===== src/rtl/exp3_fluxo_dados_pkg.sv =====
// rtl/exp3_fluxo_dados_pkg.sv - shared widths and ROM contents for the exp3 datapath
package exp3_fluxo_dados_pkg;

  localparam int LARGURA      = 4;
  localparam int PROFUNDIDADE = 16;

  localparam logic [LARGURA-1:0] ROM_INICIAL [PROFUNDIDADE] = '{
    4'h1, 4'h2, 4'h4, 4'h8, 4'h4, 4'h2, 4'h1, 4'h1,
    4'h2, 4'h2, 4'h4, 4'h4, 4'h8, 4'h8, 4'h1, 4'h4
  };

endpackage


===== src/rtl/exp3_rom_16x4.sv =====
// rtl/exp3_rom_16x4.sv - 16x4 combinational-read ROM holding the reference sequence
module exp3_rom_16x4
  import exp3_fluxo_dados_pkg::*;
(
  input  logic [3:0] endereco,
  output logic [3:0] dado
);

  assign dado = ROM_INICIAL[endereco];

endmodule


===== src/rtl/exp3_fluxo_dados.sv =====
// rtl/exp3_fluxo_dados.sv - address counter, switch register, ROM and comparator
module exp3_fluxo_dados #(
  parameter int LARGURA      = exp3_fluxo_dados_pkg::LARGURA,
  parameter int PROFUNDIDADE = exp3_fluxo_dados_pkg::PROFUNDIDADE
) (
  input  logic               clock,
  input  logic               reset,
  input  logic               zeraC,
  input  logic               contaC,
  input  logic               zeraR,
  input  logic               registraR,
  input  logic [LARGURA-1:0] chaves,
  output logic               fimC,
  output logic               chavesIgualMemoria,
  output logic               chavesMaiorMemoria,
  output logic               chavesMenorMemoria,
  output logic [LARGURA-1:0] db_contagem,
  output logic [LARGURA-1:0] db_memoria,
  output logic [LARGURA-1:0] db_chaves
);

  logic [LARGURA-1:0] contagem;
  logic [LARGURA-1:0] registro;
  logic [LARGURA-1:0] memoria;

  // Clears take priority over count/load so the controller can reset mid-scan.
  always_ff @(posedge clock or posedge reset) begin
    if (reset)       contagem <= '0;
    else if (zeraC)  contagem <= '0;
    else if (contaC) contagem <= contagem + 1'b1;
  end

  always_ff @(posedge clock or posedge reset) begin
    if (reset)          registro <= '0;
    else if (zeraR)     registro <= '0;
    else if (registraR) registro <= chaves;
  end

  exp3_rom_16x4 u_rom (
    .endereco (contagem),
    .dado     (memoria)
  );

  assign fimC               = (contagem == LARGURA'(PROFUNDIDADE - 1));
  assign chavesIgualMemoria = (registro == memoria);
  assign chavesMaiorMemoria = (registro >  memoria);
  assign chavesMenorMemoria = (registro <  memoria);

  assign db_contagem = contagem;
  assign db_memoria  = memoria;
  assign db_chaves   = registro;

endmodule


===== config.mk =====
export PLATFORM = sky130hd
export DESIGN_NAME = exp3_fluxo_dados
export DESIGN_NICKNAME = d
export VERILOG_FILES = /design/src/rtl/exp3_fluxo_dados_pkg.sv /design/src/rtl/exp3_rom_16x4.sv /design/src/rtl/exp3_fluxo_dados.sv
export SDC_FILE = /design/constraint.sdc
export NUM_CORES = 1
export LEC_CHECK = 0
export CAP_MARGIN = 20
export CORE_AREA = 2 2 39 41
export DETAILED_ROUTE_END_ITERATION = 8
export DIE_AREA = 0 0 41 43
export GPL_TIMING_DRIVEN = 1
export PLACE_DENSITY = 0.9
export SKIP_LAST_GASP = 1
export SYNTH_ARGS = -nofsm -noshare
export SYNTH_HDL_FRONTEND = slang
export SYNTH_HIERARCHICAL = 1
export SYNTH_SLANG_ARGS = --single-unit

===== constraint.sdc =====
create_clock -name clock -period 4.43 [get_ports clock]
set_input_delay 0.6645 -clock clock [delete_from_list [all_inputs] [get_ports clock]]
set_output_delay 0.6645 -clock clock [all_outputs]
set_load 0.005 [all_outputs]

==> flow_summary.yaml, run 1 <==
outcome:
  status: "complete, no violations"
logic_synthesis:
  yosys.area_share.xor_xnor: 0.0511
  syn-num-nets: 71
  ys_ff_latch: 8
  yosys.area.top_type: "dfrtp_1"
  synth-compound-area-share: 0.112
  synthAdderAreaFrac: 0.122
  synthTopCellsByArea: "dfrtp_1, ha_1, mux2i_1, nor2_1, inv_1"
  synth.area.mux_share: 0.0973
  synth_area_um2: 514
  synth_cell_types: 21
  yosys_warnings: 6
  avgSynthCellArea_um2: 9.18
  synth_top_family_by_area: "simple AND/OR/NAND/NOR gates"
  yosysTopAreaCellShare: 0.389
  synth-seq-area-share: 0.389
  synthCells: 56
  yosys.area_share.simple: 0.182
worst_setup_path:
  regToRegSetupSlack_ps: 3270
  path_cells: "nor2_1 > a211oi_1 > inv_1 > ha_1 > nor2b_1 > o21bai_1 > and2_1 > clkdlybuf4s50_1"
  ff2ff_path_depth: 3
  cp_data_arrival_time_ps: 2470
  cp_top_family: "buffers and inverters"
  end_kind: "output port"
  crit_fanout: 9
  start_kind: "flop"
  cp_slowest_stage_delay_ps: 500
  crit_buf_inv: 2
  r2r_start: "db_contagem[1]$_DFFE_PP0P_"
  path_class: "flop to output port"
  rr_endpoint: "db_contagem[1]$_DFFE_PP0P_"
  worstPathRequired_ps: 3770
  crit_slowest_cell: "dfrtp_1"
floorplanning:
  coreArea_um2: 1380
  start_util: 0.372
  boundaryPins: 26
  die-area_um2: 1760
  num_rows: 14
  fp.dieW_um: 41
  die_h_um: 43
cts:
  root_buffer: "clkbuf_4"
  clk_pin_slew_ps: 60
  cts_sinks: 8
  htreeDepth: 1
  cts_setup_buffers: 0
  postCtsResizedCells: 0
  clock_path_buffers: 2
  worstSkewPairLatency_ps: 250
  cts_made_buffers: 3
  postCtsHoldBufs: 0
  cts_tree: "done"
final_layout:
  drive_gt1_frac: 0.0361
  syn_to_final_growth_pct: 56.0
  final_area_um2: 802
  n_fill_cell: 129
  num_antenna_cells: 0
  final_nets: 100
  final_util: 0.580
placement:
  place.gp.congestion: 0.766
  port_buffers: 25
  pre_cts_ws_ps: 1570
  placed_cell_area_um2: 779
  dp_hpwl_um: 959
detailed_routing:
  drc_errors: 0
  wl_per_cell_um: 12.1
  via_per_inst: 4.88
  via_count: 483
  ant_nets: 0
  wl_mm: 1.19
  drt_iter0_drc: 3
  drt_pass1_iterations: 4
grt:
  first_global_vias: 492
  grt_pass1_wl_mm: 2.01
  grt_usage: 0.168
  antenna_found_initial: 0
  grt_max_degree: 11
  grt_overflow: 0
hold_path:
  whs_path_depth: 2
  hp-start: "db_chaves[3]$_DFFE_PP0P_"
  hold-path-endpoint: "db_chaves[3]$_DFFE_PP0P_"
  hold_class: "flop to flop"
sta:
  fin_setup_tns_ps: 0
  grt_setup_unrepaired: "no"
  fin_crit_sh: 0.708
  max-slew-margin-rel: 0.778
  drv_slew: 0
  finalHoldViolCount: 0
  setup_ws_ps: 1300
  max_freq_ghz: 0.319
  skew_ps: 0.0316
  setup_viol: 0
  fin_crit_ps: 3130
  tightest_slew_ps: 333
flow_run:
  max_cap_viol_count: 0
power:
  vdd.ir_drop.worst_mv: 0.126
  power_leakage_uw: 0.000359
  pwr_density_cell_nw_per_um2: 265
## Yosys cell counts (all sizes together)
cell type and number:
o21ai 1, ha 5, clkbuf 1, mux2i 5, nor2 11, nor4 1, nor2b 2, xnor2 1
nand4 1, nand2 4, dfrtp 8, xor2 2, a21oi 2, a211oi 1, inv 5, a31o 1
a22o 1, a32o 1, and2 1, and3 1, o21bai 1
## registers in the layout, summed over array words and instances, names as in the netlist
register     flops
db_chaves        4
db_contagem      4
## cell type report
| class | count | area (um2) | area share |
|---|---|---|---|
| tap | 16 | 20.0 | 0.0250 |
| clock buffer | 3 | 22.5 | 0.0281 |
| sequential | 8 | 200 | 0.250 |
| timing repair buffer | 25 | 250 | 0.312 |
| inverter | 5 | 18.8 | 0.0234 |
| multi-input combinational | 42 | 290 | 0.362 |
## metal layers
layer	routed length [um]	vias up	global-route usage
met1	516	225	0.208
met4	0	0	0.100
met2	641	11	0.266
li1	-	247	-
met5	0	-	0
met3	36	0	0.0157
## cells by family after synthesis
logic type,count (synthesis)
and+or+nand+nor,21
adders and majority gates,5
muxes,5
AOI/OAI and AO/OA,8
xor gates and xnor gates,3
buffers and inverters,6
DFF,8
## where the power goes
part | total (uW) | switching, uW | leakage [uW] | internal (uW)
Clock | 55.9 | 24.9 | 0.0000138 | 31.0
Combinational | 72.5 | 26.7 | 0.000238 | 45.8
Sequential | 83.9 | 6.83 | 0.000107 | 77.0
## worst reg2reg max path, cell delays in order, from the launching register on
cell and delay, ps:
dfrtp_1 540, ha_1 300, mux2i_1 150, nor2_1 60
## how the worst max path moves through the flow
stage	endpoint	cells after the start	start
global placement	chavesMenorMemoria	8	db_contagem[0]$_DFFE_PP0P_
finish	chavesMenorMemoria	8	db_contagem[0]$_DFFE_PP0P_
floorplan	chavesMenorMemoria	7	db_contagem[0]$_DFFE_PP0P_
detailed placement	chavesMenorMemoria	8	db_contagem[0]$_DFFE_PP0P_
CTS	chavesMenorMemoria	8	db_contagem[0]$_DFFE_PP0P_
global route	chavesMenorMemoria	8	db_contagem[0]$_DFFE_PP0P_
## stage by stage
step | cells | power, uW | hold WS (ps)
6_report | 99 | 212 | 555
5_1_grt | 99 | 225 | 603
4_1_cts | 99 | 215 | 565
3_5_place_dp | 96 | 158 | 550
3_3_place_gp | 96 | 155 | 546
2_1_floorplan | 56 | 115 | 480
## cell usage in the layout (no fill, tap or decap), drive strengths merged, types with 2 or more instances in the layout
cell and count:
mux2i 5, nor2b 2, a21oi 2, xor2 2
clkdlybuf4s50 25, ha 5, inv 5, nor2 11
dfrtp 8, nand2 4, clkbuf 3
No activity file was read; power rests on OpenSTA's default activity.
==> run 2, diff against run 1 <==
--- a/config.mk
+++ b/config.mk
@@ -6,11 +6,11 @@
 export NUM_CORES = 1
 export LEC_CHECK = 0
 export CAP_MARGIN = 20
-export CORE_AREA = 2 2 39 41
+export CORE_MARGIN = 1.5
+export CORE_UTILIZATION = 38
 export DETAILED_ROUTE_END_ITERATION = 8
-export DIE_AREA = 0 0 41 43
 export GPL_TIMING_DRIVEN = 1
-export PLACE_DENSITY = 0.9
+export PLACE_DENSITY = 0.89
 export SKIP_LAST_GASP = 1
 export SYNTH_ARGS = -nofsm -noshare
 export SYNTH_HDL_FRONTEND = slang
==> constraint.sdc (replaced) <==
create_clock -name clock -period 3.1 [get_ports clock]
set_input_delay 0.465 -clock clock [delete_from_list [all_inputs] [get_ports clock]]
set_output_delay 0.465 -clock clock [all_outputs]
set_load 0.005 [all_outputs]
==> run 2 against run 1 <==
  * Design area is 0.16% lower
  * Wire length is 6.2% lower
  * Count of clock-buffer cells in the layout stayed put
  * Critical endpoint unchanged
  * Non-clock buffer count stayed put
  * Die area is 10% lower
  * Setup slack worse by 1100 ps
  * Highest routed layer is now met4
  * Total power is 40% higher
  * Combinational power is 39% higher
  * Largest power group unchanged
  * Utilization is 4.4 points higher
==> flow_summary.yaml, run 2 (synthesized netlist as in run 1, its figures left out) <==
outcome:
  status: "complete, no violations"
worst_setup_path:
  crit_fanout: 9
  rr_endpoint: "db_contagem[2]$_DFFE_PP0P_"
  r2r_start: "db_contagem[0]$_DFFE_PP0P_"
  ff2ff_path_depth: 4
  end_kind: "output port"
  start_kind: "flop"
  regToRegSetupSlack_ps: 1960
  path_class: "flop to output port"
  worstPathRequired_ps: 2630
  cp_data_arrival_time_ps: 2440
hold_path:
  hold_class: "input pin to async pin"
detailed_routing:
  maxUsedRoutingLayer: "met4"
  wl_mm: 1.12
  via_count: 494
  met3_length_um: 47
  wl_met1_um: 496
  drc_errors: 0
  via_per_inst: 5.04
  drt_iter0_drc: 8
  wl_per_cell_um: 11.4
  drt_pass1_iterations: 4
  ant_nets: 0
  met2WireLength_um: 561
cts:
  postCtsResizedCells: 0
  cts_sinks: 8
  clk_pin_slew_ps: 50
  cts_setup_buffers: 0
  postCtsHoldBufs: 0
  htreeDepth: 1
  cts_made_buffers: 3
  clock_path_buffers: 2
  worstSkewPairLatency_ps: 240
  root_buffer: "clkbuf_4"
  cts_tree: "done"
sta:
  setup_viol: 0
  fin_setup_tns_ps: 0
  skew_ps: 0.237
  fin_crit_ps: 2900
  finalHoldViolCount: 0
  max_freq_ghz: 0.344
  drv_slew: 0
  grt_setup_unrepaired: "no"
  tightest_slew_ps: 308
  fin_crit_sh: 0.937
  max-slew-margin-rel: 0.795
final_layout:
  final_nets: 100
  drive_gt1_frac: 0.0361
  mostFrequentLayoutCells: "clkdlybuf4s50_1, nor2_1, dfrtp_1"
  num_antenna_cells: 0
  syn_to_final_growth_pct: 55.7
  final_util: 0.623
  layout_commonest_cell: "clkdlybuf4s50_1"
  final_area_um2: 801
grt:
  grt_usage: 0.183
  first_global_vias: 438
  grt_max_degree: 11
  grt_overflow: 0
  grt_pass1_wl_mm: 1.86
  antenna_found_initial: 0
floorplanning:
  coreArea_um2: 1280
  boundaryPins: 26
  start_util: 0.400
  fp.dieW_um: 39.8
  die_h_um: 39.8
  num_rows: 13
  die-area_um2: 1580
placement:
  dp_hpwl_um: 927
  port_buffers: 25
  place.gp.congestion: 0.782
  placed_cell_area_um2: 778
power:
  pwr_density_cell_nw_per_um2: 371
  fin_total_pwr_uw: 297
  vdd.ir_drop.worst_mv: 0.245
  power_leakage_uw: 0.000359
flow_run:
  max_cap_viol_count: 0
[run 2: cell type report]
| cell class | instances | area [um2] |
|---|---|---|
| Clock buffer | 3 | 22.5 |
| Fill cell | 116 | 484 |
| Inverter | 5 | 18.8 |
| Multi-Input combinational cell | 42 | 290 |
| Sequential cell | 8 | 200 |
| Tap cell | 15 | 18.8 |
| Timing Repair Buffer | 25 | 250 |
[run 2: routing by layer]
layer,vias up,GRT usage
met4,0,0.112
met5,-,0
met2,15,0.295
met3,2,0.0398
li1,252,-
met1,225,0.218
[run 2: stage by stage]
| step | cells | hold slack [ps] | worst slack, ps |
|---|---|---|---|
| 5_1_grt | 98 | 519 | 35.9 |
| 3_3_place_gp | 95 | 550 | 560 |
| 2_1_floorplan | 56 | 281 | 1010 |
| 6_report | 98 | 479 | 196 |
| 3_5_place_dp | 95 | 562 | 481 |
| 4_1_cts | 98 | 470 | 184 |
[run 2: report_power, final]
part           internal, uW  total (uW)  switching, uW
Combinational          65.1         101           36.2
Sequential              110         120           9.83
Clock                  44.0        75.3           31.3
Total                   219         297           77.3
[run 2: worst max path at each step]
stage | startpoint | endpoint | slack (ps)
final | db_contagem[0]$_DFFE_PP0P_ | chavesMenorMemoria | 200
after global routing | db_contagem[0]$_DFFE_PP0P_ | chavesMenorMemoria | 40
after CTS | db_contagem[0]$_DFFE_PP0P_ | chavesMenorMemoria | 180
after detailed placement | db_contagem[0]$_DFFE_PP0P_ | chavesMenorMemoria | 480
after global placement | db_contagem[0]$_DFFE_PP0P_ | chavesMenorMemoria | 560
after floorplan | db_contagem[0]$_DFFE_PP0P_ | chavesMenorMemoria | 1010
[run 2: critical path, cell delays in order (launching register included)]
cell	delay, ps
dfrtp_1	500
nor2_1	110
a211oi_1	290
inv_1	90
ha_1	310
nor2b_1	130
o21bai_1	140
and2_1	140
clkdlybuf4s50_1	490
==> run 3, diff against run 2 <==
--- a/config.mk
+++ b/config.mk
@@ -7,12 +7,12 @@
 export LEC_CHECK = 0
 export CAP_MARGIN = 20
 export CORE_MARGIN = 1.5
-export CORE_UTILIZATION = 38
+export CORE_UTILIZATION = 40
 export DETAILED_ROUTE_END_ITERATION = 8
 export GPL_TIMING_DRIVEN = 1
+export HOLD_SLACK_MARGIN = 0.02
 export PLACE_DENSITY = 0.89
 export SKIP_LAST_GASP = 1
 export SYNTH_ARGS = -nofsm -noshare
 export SYNTH_HDL_FRONTEND = slang
-export SYNTH_HIERARCHICAL = 1
 export SYNTH_SLANG_ARGS = --single-unit
==> run 3 against run 2 <==
  * First-iteration DRC count decreased by 38%
  * Flip-flop and latch count unchanged
  * Synthesized area increased by 16%
  * Largest cell class unchanged
  * Synthesized cell count increased by 13%
  * Clock power decreased by 3.1%
==> flow_summary.yaml, run 3 <==
outcome:
  status: "complete, no violations"
logic_synthesis:
  ys_ff_latch: 8
  synth_area_um2: 597
  synthTopCellsByArea: "dfrtp_1, ha_1, mux2i_1, nor2_1, inv_1"
  yosys_warnings: 0
  synth-seq-area-share: 0.335
  synth_top_flop_cell: "dfrtp_1"
  yosysMostFrequentCell: "nor2_1"
  syn-num-nets: 82
  yosysTopAreaCellShare: 0.335
  synthArstFlopShare: 1.00
  synthCells: 63
  synth_cell_types: 23
  netlist_top_cells_count: "nor2_1, ha_1, dfrtp_1, inv_1, mux2i_1"
  synth_edf_count: 0
  yosys.area.top_type: "dfrtp_1"
  avgSynthCellArea_um2: 9.47
worst_setup_path:
  rr_endpoint: "db_contagem[2]$_DFFE_PP0P_"
  path_class: "flop to output port"
  crit_fanout: 6
  end_kind: "output port"
  worstPathRequired_ps: 2630
  path_cells: "inv_1 > ha_2 > mux4_2 > inv_2 > ha_1 > nand2_1 > o21bai_1 > and2_1 > clkdlybuf4s50_1"
  cp-startpoint: "db_contagem[1]$_DFFE_PP0P_"
  ff2ff_path_depth: 3
  cp_slowest_stage_delay_ps: 500
  r2r_start: "db_contagem[0]$_DFFE_PP0P_"
  start_kind: "flop"
  regToRegSetupSlack_ps: 1850
  crit_slowest_cell: "clkdlybuf4s50_1"
  cp_data_arrival_time_ps: 2580
final_layout:
  final_nets: 113
  final_cells: 107
  drive_gt1_frac: 0.174
  final_util: 0.671
  mostFrequentLayoutCells: "clkdlybuf4s50_1, nor2_1, mux2i_1"
  num_antenna_cells: 0
  n_fill_cell: 110
  layout_commonest_cell: "clkdlybuf4s50_1"
  syn_to_final_growth_pct: 51.8
grt:
  grt_usage: 0.190
  antenna_found_initial: 0
  first_global_vias: 546
  grt_overflow: 0
  grt_pass1_wl_mm: 2.53
  grt_max_degree: 11
cts:
  cts_tree: "done"
  root_buffer: "clkbuf_4"
  clock_path_buffers: 2
  clk_pin_slew_ps: 50
  htreeDepth: 1
  cts_sinks: 8
  cts_made_buffers: 3
  worstSkewPairLatency_ps: 240
sta:
  finalHoldViolCount: 0
  setup_viol: 0
  drv_slew: 0
  fin_crit_sh: 0.983
  fin_crit_ps: 3050
  skew_ps: 0.111
  max-slew-margin-rel: 0.760
  max_freq_ghz: 0.328
  hold_ws_ps: 460
  setup_ws_ps: 53.0
  tightest_slew_ps: 360
detailed_routing:
  via_per_inst: 4.97
  wl_per_cell_um: 13.3
  drc_errors: 0
  drt_pass1_iterations: 2
  wl_mm: 1.42
  ant_nets: 0
  drt_iter0_drc: 5
  via_count: 532
floorplanning:
  boundaryPins: 26
  die-area_um2: 1730
  coreArea_um2: 1350
  num_rows: 13
  die_h_um: 41.6
  start_util: 0.442
  fp.dieW_um: 41.6
power:
  fin_total_pwr_uw: 325
  vdd.ir_drop.worst_mv: 0.298
  pwr_density_cell_nw_per_um2: 359
  power_leakage_uw: 0.000410
flow_run:
  max_cap_viol_count: 0
placement:
  place.gp.congestion: 0.788
  port_buffers: 25
  pre_cts_ws_ps: 170
  dp.cells: 100
  dp_hpwl_mm: 1.18
hold_path:
  hold_class: "input pin to async pin"
-- run 3: power by group --
group | switching, uW | internal [uW] | leakage, uW
combinational | 50.0 | 80.2 | 0.000292
clock | 29.1 | 43.9 | 0.0000138
sequential | 10.3 | 111 | 0.000104
total | 89.5 | 236 | 0.000410
-- run 3: worst max-delay path, delay by kind of cell (launching register included) --
| kind | cells | cell delay (ps) |
|---|---|---|
| compound gates | 1 | 130 |
| fa+ha+maj | 2 | 410 |
| buf+inv | 3 | 660 |
| flops | 1 | 410 |
| mux | 1 | 480 |
| simple gates | 2 | 240 |
-- run 3: stage by stage --
stage / instance area [um2] / TNS, ps
4_1_cts: 871 / 0
6_report: 906 / 0
5_1_grt: 906 / -12.6
3_5_place_dp: 846 / 0
2_1_floorplan: 597 / 0
3_3_place_gp: 846 / 0
-- run 3: area by class of cell --
class	count	area, um2	area share
inverters	8	30.0	0.0331
well taps	15	18.8	0.0207
clock buffers	3	22.5	0.0249
repair buffers	29	278	0.307
flip-flops and latches	8	203	0.224
multi-input cells	44	354	0.391
-- run 3: cells by family (layout without fill, tap and decap cells) --
logic type / count (synthesis) / in the layout / share of synthesized area
AO/OA/AOI/OAI: 7 / 7 / 0.0713
XOR/XNOR: 2 / 2 / 0.0294
adder cells (fa/ha/maj): 9 / 9 / 0.189
multiplexers: 8 / 8 / 0.155
buffers and inverters: 11 / 40 / 0.0838
flip-flops: 8 / 8 / 0.335
AND/OR/NAND/NOR: 18 / 18 / 0.136
-- run 3: how the worst max path moves through the flow --
stage	end	cells after the start
after floorplan	chavesMenorMemoria	8
after global placement	chavesMenorMemoria	9
after detailed placement	chavesMenorMemoria	9
after CTS	chavesMenorMemoria	9
after global routing	chavesMenorMemoria	9
final	chavesMenorMemoria	9
-- run 3: timing repair --
item                                    in CTS  in global routing
buffers inserted                             0                  4
hold endpoints to repair                     0                  0
endpoints found under the setup margin       1                  2
gates resized for setup                      2                  4
hold buffers                                 0                  0
cloned                                       0                  0
-- run 3: layer usage --
metal  GRT usage  part of all wire
met1       0.218              0.43
met2       0.341              0.54
met3      0.0304             0.027
met4      0.0903                 0
met5           0                 0
